**src/rtl/elevator_scheduler.sv**
```systemverilog
// Three-floor SCAN elevator scheduler: request latching, stepping, door timing, SOS halt, overload hold.
// Optional idle auto-park to floor 1 is enabled by defining AUTO_PARK_EN.
module elevator_scheduler #(
  parameter int unsigned DOOR_TICKS = 50,
  parameter int unsigned PARK_TICKS = 500
) (
  input  logic       clk,
  input  logic       rst_n,
  input  logic [2:0] req,
  input  logic       move_clk,
  input  logic       sos_mode,
  input  logic       weight_limit_exceeded,
  output logic [2:0] floor_led,
  output logic       move_handler,
  output logic       dir_up,
  output logic       door_open,
  output logic [2:0] pending
);

  localparam int unsigned CNT_W = 26;
  localparam logic [CNT_W-1:0] DOOR_LOAD = CNT_W'(DOOR_TICKS - 1);

  if (DOOR_TICKS == 0 || DOOR_TICKS >= (1 << CNT_W) || PARK_TICKS == 0) begin : g_param_check
    $error("elevator_scheduler: DOOR_TICKS or PARK_TICKS out of range");
  end

  typedef enum logic [1:0] {IDLE, MOVING, DOOR_OPEN, HALT} state_t;

  state_t           state, state_nx;
  logic [CNT_W-1:0] door_cnt, door_cnt_nx;
  logic             move_clk_d;
  logic             arrived, arrived_nx;
  logic [2:0]       floor_nx, pending_nx, clr;
  logic             dir_nx;
  logic [2:0]       req_m, pend_all, above, below;
  logic             step, ahead, behind, ahead_mv;

`ifdef AUTO_PARK_EN
  localparam int unsigned PARK_W = $clog2(PARK_TICKS + 1);
  logic [PARK_W-1:0] park_cnt, park_cnt_nx;
  logic              parking, parking_nx, park_set;
`endif

  assign step = move_clk & ~move_clk_d;

  // Floors strictly above / below the current one-hot position.
  assign above = {floor_led[1] | floor_led[0], floor_led[0], 1'b0};
  assign below = {1'b0, floor_led[2], floor_led[2] | floor_led[1]};

  // Current-floor requests in IDLE/DOOR_OPEN open the door instead of latching.
  assign req_m    = (state == IDLE || state == DOOR_OPEN) ? (req & ~floor_led) : req;
  assign pend_all = pending | req_m;
  assign ahead    = dir_up ? |(pend_all & above) : |(pend_all & below);
  assign behind   = dir_up ? |(pend_all & below) : |(pend_all & above);

`ifdef AUTO_PARK_EN
  // A park run treats floor 1 as a virtual request for continue-in-direction purposes.
  assign ahead_mv = dir_up ? |((pend_all | {2'b00, parking}) & above)
                           : |((pend_all | {2'b00, parking}) & below);
`else
  assign ahead_mv = ahead;
`endif

  always_comb begin
    state_nx    = state;
    floor_nx    = floor_led;
    dir_nx      = dir_up;
    door_cnt_nx = door_cnt;
    arrived_nx  = arrived;
    clr         = 3'b000;
`ifdef AUTO_PARK_EN
    park_cnt_nx = '0;
    park_set    = 1'b0;
`endif
    case (state)
      IDLE: begin
        if (sos_mode) begin
          state_nx = HALT;
        end else if (|((req | pending) & floor_led)) begin
          state_nx    = DOOR_OPEN;
          door_cnt_nx = DOOR_LOAD;
          clr         = floor_led;
        end else if (!weight_limit_exceeded && ahead) begin
          state_nx = MOVING;
        end else if (!weight_limit_exceeded && behind) begin
          dir_nx   = ~dir_up;
          state_nx = MOVING;
        end
`ifdef AUTO_PARK_EN
        else if (req == 3'b000 && pending == 3'b000 && !floor_led[0]) begin
          if (park_cnt == PARK_W'(PARK_TICKS - 1)) begin
            park_set = 1'b1;
            dir_nx   = 1'b0;
            state_nx = MOVING;
          end else begin
            park_cnt_nx = park_cnt + PARK_W'(1);
          end
        end
`endif
      end
      MOVING: begin
        if (sos_mode) begin
          state_nx   = HALT;
          arrived_nx = 1'b0;
        end else if (arrived) begin
          arrived_nx = 1'b0;
          if (|(pend_all & floor_led)) begin
            state_nx    = DOOR_OPEN;
            door_cnt_nx = DOOR_LOAD;
            clr         = floor_led;
          end else if (!ahead_mv) begin
            state_nx = IDLE;
          end
        end else if (step) begin
          arrived_nx = 1'b1;
          if (dir_up && !floor_led[2]) begin
            floor_nx = {floor_led[1:0], 1'b0};
          end else if (!dir_up && !floor_led[0]) begin
            floor_nx = {1'b0, floor_led[2:1]};
          end
        end
      end
      DOOR_OPEN: begin
        if (sos_mode || |(req & floor_led) || weight_limit_exceeded) begin
          door_cnt_nx = DOOR_LOAD;
        end else if (door_cnt == '0) begin
          state_nx = IDLE;
        end else begin
          door_cnt_nx = door_cnt - CNT_W'(1);
        end
      end
      HALT: begin
        if (!sos_mode) state_nx = IDLE;
      end
      default: state_nx = IDLE;
    endcase
    pending_nx = pend_all & ~clr;
    // Direction is pinned at the end floors so the cabin never runs off the shaft.
    if (floor_nx[2]) begin
      dir_nx = 1'b0;
    end else if (floor_nx[0]) begin
      dir_nx = 1'b1;
    end
  end

`ifdef AUTO_PARK_EN
  assign parking_nx = park_set | (parking & (state_nx == MOVING) & ~floor_nx[0]);

  always_ff @(posedge clk or negedge rst_n) begin
    if (!rst_n) begin
      park_cnt <= '0;
      parking  <= 1'b0;
    end else begin
      park_cnt <= park_cnt_nx;
      parking  <= parking_nx;
    end
  end
`endif

  always_ff @(posedge clk or negedge rst_n) begin
    if (!rst_n) begin
      state        <= IDLE;
      floor_led    <= 3'b001;
      dir_up       <= 1'b1;
      pending      <= 3'b000;
      door_open    <= 1'b0;
      move_handler <= 1'b0;
      door_cnt     <= '0;
      move_clk_d   <= 1'b0;
      arrived      <= 1'b0;
    end else begin
      state        <= state_nx;
      floor_led    <= floor_nx;
      dir_up       <= dir_nx;
      pending      <= pending_nx;
      door_open    <= (state_nx == DOOR_OPEN);
      move_handler <= (state_nx == MOVING);
      door_cnt     <= door_cnt_nx;
      move_clk_d   <= move_clk;
      arrived      <= arrived_nx;
    end
  end

endmodule

```
**config.mk**
```make
export PLATFORM = sky130hd
export DESIGN_NAME = elevator_scheduler
export DESIGN_NICKNAME = d
export VERILOG_FILES = /design/src/rtl/elevator_scheduler.sv
export SDC_FILE = /design/constraint.sdc
export NUM_CORES = 1
export LEC_CHECK = 0
export ABC_AREA = 1
export CAP_MARGIN = 20
export CORE_MARGIN = 8
export CORE_UTILIZATION = 45
export DETAILED_ROUTE_END_ITERATION = 8
export GPL_TIMING_DRIVEN = 0
export HOLD_SLACK_MARGIN = 0.05
export PLACE_DENSITY = 0.6
export SYNTH_ARGS = -nofsm -noshare
export SYNTH_HDL_FRONTEND = slang
export SYNTH_SLANG_ARGS = --single-unit
```
**constraint.sdc**
```tcl
create_clock -name clk -period 2 [get_ports clk]
set_input_delay 0.4 -clock clk [delete_from_list [all_inputs] [get_ports clk]]
set_output_delay 0.4 -clock clk [all_outputs]
set_load 0.005 [all_outputs]
```
==> impl_metrics.py <==
metrics = {
    "placed_design": {
        "placed_area_um2": 2950,
        "portBuffers": 16,
        "dp_hpwl_um": 5140,
        "gp_congestion": 0.868,
    },
    "worst_setup_path": {
        "end_kind": "flop",
        "cp-start-kind": "flop",
        "r2r_cells": 11,
        "ff2ff_setup_slack_ps": 110,
        "max_stage_delay_ps": 410,
        "required_ps": 2220,
        "rr_endpoint": "door_cnt[3]$_DFFE_PN0P_",
        "crit_path_frequent_cell": "nand2_2",
        "crit_type": "flop to flop",
        "r2r-start": "door_cnt[0]$_DFFE_PN0P_",
        "cp.arrival_ps": 2110,
        "path_max_fanout": 10,
        "cp_cell_sequence": "inv_2, ha_4, nand2_2, nor2_1, nand3_1, nor3_2, nand2_2, nand3_4, buf_6, nand2_1, o21ai_1",
        "slowest_stage": "dfrtp_1",
    },
    "synth": {
        "synth_ff_type": "dfrtp_1",
        "synth-edff-count": 0,
        "syn-cell-area_um2": 2680,
        "ys_async_sr_fraction": 1.00,
        "synth.avg_cell_area_um2": 7.01,
        "ys_seq_elements": 39,
        "yosysTopAreaCell": "dfrtp_1",
        "synth_warnings": 0,
        "syn_nets": 391,
        "yosysTopAreaCellShare": 0.346,
        "yosysSeqAreaShare": 0.366,
        "syn_inst": 382,
        "synth.distinct_cells": 35,
        "synth.top_cells.by_area": "dfrtp_1, nand2_1, nor2_1",
    },
    "final_layout": {
        "final_nets": 421,
        "fin_area_um2": 3140,
        "area_growth_pct": 17.3,
        "antenna_cells": 0,
        "fillers": 580,
        "drive_gt1_frac": 0.150,
    },
    "route": {
        "drt_iter0_drc": 144,
        "drc": 0,
        "wire_per_inst_um": 13.8,
        "routed_via_density": 5.12,
        "ant_nets": 0,
        "drt_first_pass_iters": 4,
        "vias": 2500,
        "routed_wl_um": 6750,
    },
    "flow_run": {
        "maxCapViolCount": 0,
    },
    "timing": {
        "whs_ps": 521,
        "relSlewSlack": 0.709,
        "setup_viol": 0,
        "tightest_slew_ps": 437,
        "report.final.slew_viol_count": 0,
        "max_freq_mhz": 529,
        "timing.final.crit_period_ps": 1890,
        "finClkSkew_ps": 9.99,
        "hold_violations": 0,
        "final.setup.tns_ps": 0,
        "post-route-period-util": 0.944,
    },
    "hold_path": {
        "hold_class": "flop to flop",
        "holdPathEnd": "door_cnt[1]$_DFFE_PN0P_",
        "hp-start": "door_cnt[1]$_DFFE_PN0P_",
        "whs_path_depth": 2,
    },
    "floorplan": {
        "pin_count": 17,
        "start_util": 0.457,
        "dieArea_um2": 8670,
        "fp.coreArea_um2": 5850,
        "chipHeight_um": 93.1,
        "die_x_um": 93.1,
        "rows": 28,
    },
    "clock_tree": {
        "path_clk_slew_ps": 80,
        "clock-sinks": 39,
        "cts_buffer_depth": 2,
        "numCtsBuffers": 5,
        "cts_tree": "yes",
        "clockRootBuffer": "clkbuf_8",
        "h-tree-depth": 2,
        "clkLatencyLatePin_ps": 300,
    },
    "grt": {
        "grt_antenna_before_repair": 0,
        "grt_pass1_wl_um": 11700,
        "grt_pass1_vias": 2447,
        "grt_overflow": 0,
        "grt_util_all_layers": 0.169,
        "grt_max_degree": 26,
    },
    "pwr": {
        "ir_drop_mv": 0.492,
        "p_sw_frac": 0.397,
        "power_mw": 2.87,
        "power_frac_clock": 0.244,
        "p_switching_mw": 1.14,
        "powerDensity_nw_per_um2": 915,
        "seq_power_share": 0.340,
        "power_leakage_nw": 1.53,
        "p_int_mw": 1.73,
        "comb_power_share": 0.416,
    },
    "outcome": {
        "status": "finished clean",
    },
}
[worst max-delay path: cells and delay by family, from the launching register on]
family,cells,cell delay (ps)
AOI/OAI and AO/OA,1,70
and+or+nand+nor,7,880
adders and majority gates,1,180
DFF,1,410
buffers and inverters,2,280
[how the worst max path moves through the flow]
stage	start	to	slack (ps)	depth (start not counted)
after floorplan	floor_led[0]$_DFF_PN1_	door_cnt[0]$_DFFE_PN0P_	260	11
after global placement	rst_n	move_clk_d$_DFF_PN0_	-520	1
after detailed placement	sos_mode	door_cnt[21]$_DFFE_PN0P_	-310	11
after CTS	door_cnt[0]$_DFFE_PN0P_	door_cnt[4]$_DFFE_PN0P_	20	10
after global routing	sos_mode	door_cnt[3]$_DFFE_PN0P_	-6	11
final	door_cnt[0]$_DFFE_PN0P_	door_cnt[3]$_DFFE_PN0P_	110	11
[cells by family (layout without fill, tap and decap cells)]
logic type | after synthesis | in the layout | share of synthesized area
compound gates | 38 | 38 | 0.0982
xor+xnor | 18 | 18 | 0.0589
fa+ha+maj | 1 | 1 | 0.00467
buf+inv | 43 | 74 | 0.0748
flops | 39 | 39 | 0.366
simple gates | 243 | 243 | 0.398
[registers in the layout, summed over array words and instances (netlist names)]
register / flops
pending: 3
door_cnt: 26
floor_led: 3
move_clk_d: 1
door_open: 1
arrived: 1
dir_up: 1
state: 2
move_handler: 1
[layer usage]
layer	part of all wire	track usage
met1	0.44	0.199
met2	0.52	0.300
met3	0.027	0.0296
met4	0.014	0.0591
met5	0	0
[metrics by stage]
| stage | worst slack, ps | cells | utilization |
|---|---|---|---|
| 6_report | 111 | 488 | 0.536 |
| 5_1_grt | -6.06 | 488 | 0.536 |
| 4_1_cts | 17.6 | 485 | 0.529 |
| 3_5_place_dp | -311 | 474 | 0.503 |
| 3_3_place_gp | -519 | 473 | 0.501 |
| 2_1_floorplan | 264 | 382 | - |
[layout by cell type, fill, tap and decap left out, types with 2 or more instances in the layout]
cell               n
or2_2              4
o21ai_2           11
dfrtp_1           37
o21ai_1           11
nand3_1           27
nor2_1            69
nand2_1          114
nand2_2            4
dfstp_2            2
inv_2              7
buf_2              2
clkdlybuf4s50_1   15
clkbuf_8           6
buf_4              6
nand4_1            7
nor2_2             2
xnor2_1            3
xor2_1            15
nor3_1             8
buf_6              4
nand3_2            3
o21ai_0            5
inv_1             26
a31oi_1            3
nand3_4            2
a21oi_1            3
[power by group through the flow]
stage | Sequential (mW) | Clock [mW] | Combinational (mW)
2_1_floorplan | 0.977 | 0 | 0.781
3_3_place_gp | 0.991 | 0 | 1.12
3_5_place_dp | 0.991 | 0 | 1.13
4_1_cts | 0.976 | 0.718 | 1.17
5_1_grt | 0.993 | 0.750 | 1.34
6_report | 0.977 | 0.701 | 1.19
[Yosys cell counts (2+ instances only)]
cell     instances
nand2_1        116
nor2_1          69
dfrtp_1         37
inv_1           27
nand3_1         27
xor2_1          15
o21ai_1         11
o21ai_2         11
nor3_1           8
inv_2            7
nand4_1          7
o21ai_0          5
buf_6            4
or2_2            4
a21oi_1          3
a31oi_1          3
nand3_2          3
xnor2_1          3
buf_4            2
dfstp_2          2
nand2_2          2
nand3_4          2
nor2_2           2
[area by class of cell]
cell class	instances	area, um^2	area share
repair buffers	23	223	0.0710
flip-flops and latches	39	978	0.312
multi-input cells	300	1520	0.483
plain buffers	8	76.3	0.0243
clock inverters	2	35.0	0.0112
well taps	75	93.8	0.0299
clock buffers	6	82.6	0.0263
inverters	35	134	0.0427
[what timing repair did]
| item | in CTS | in global routing |
|---|---|---|
| endpoints found under the hold margin | 14 | 0 |
| buffers inserted | 2 | 3 |
| pin swaps | 1 | 3 |
| endpoints found under the setup margin | 26 | 26 |
| hold buffers | 1 | 0 |
| resized for setup | 2 | 6 |
No activity file was read; power rests on OpenSTA's default activity.
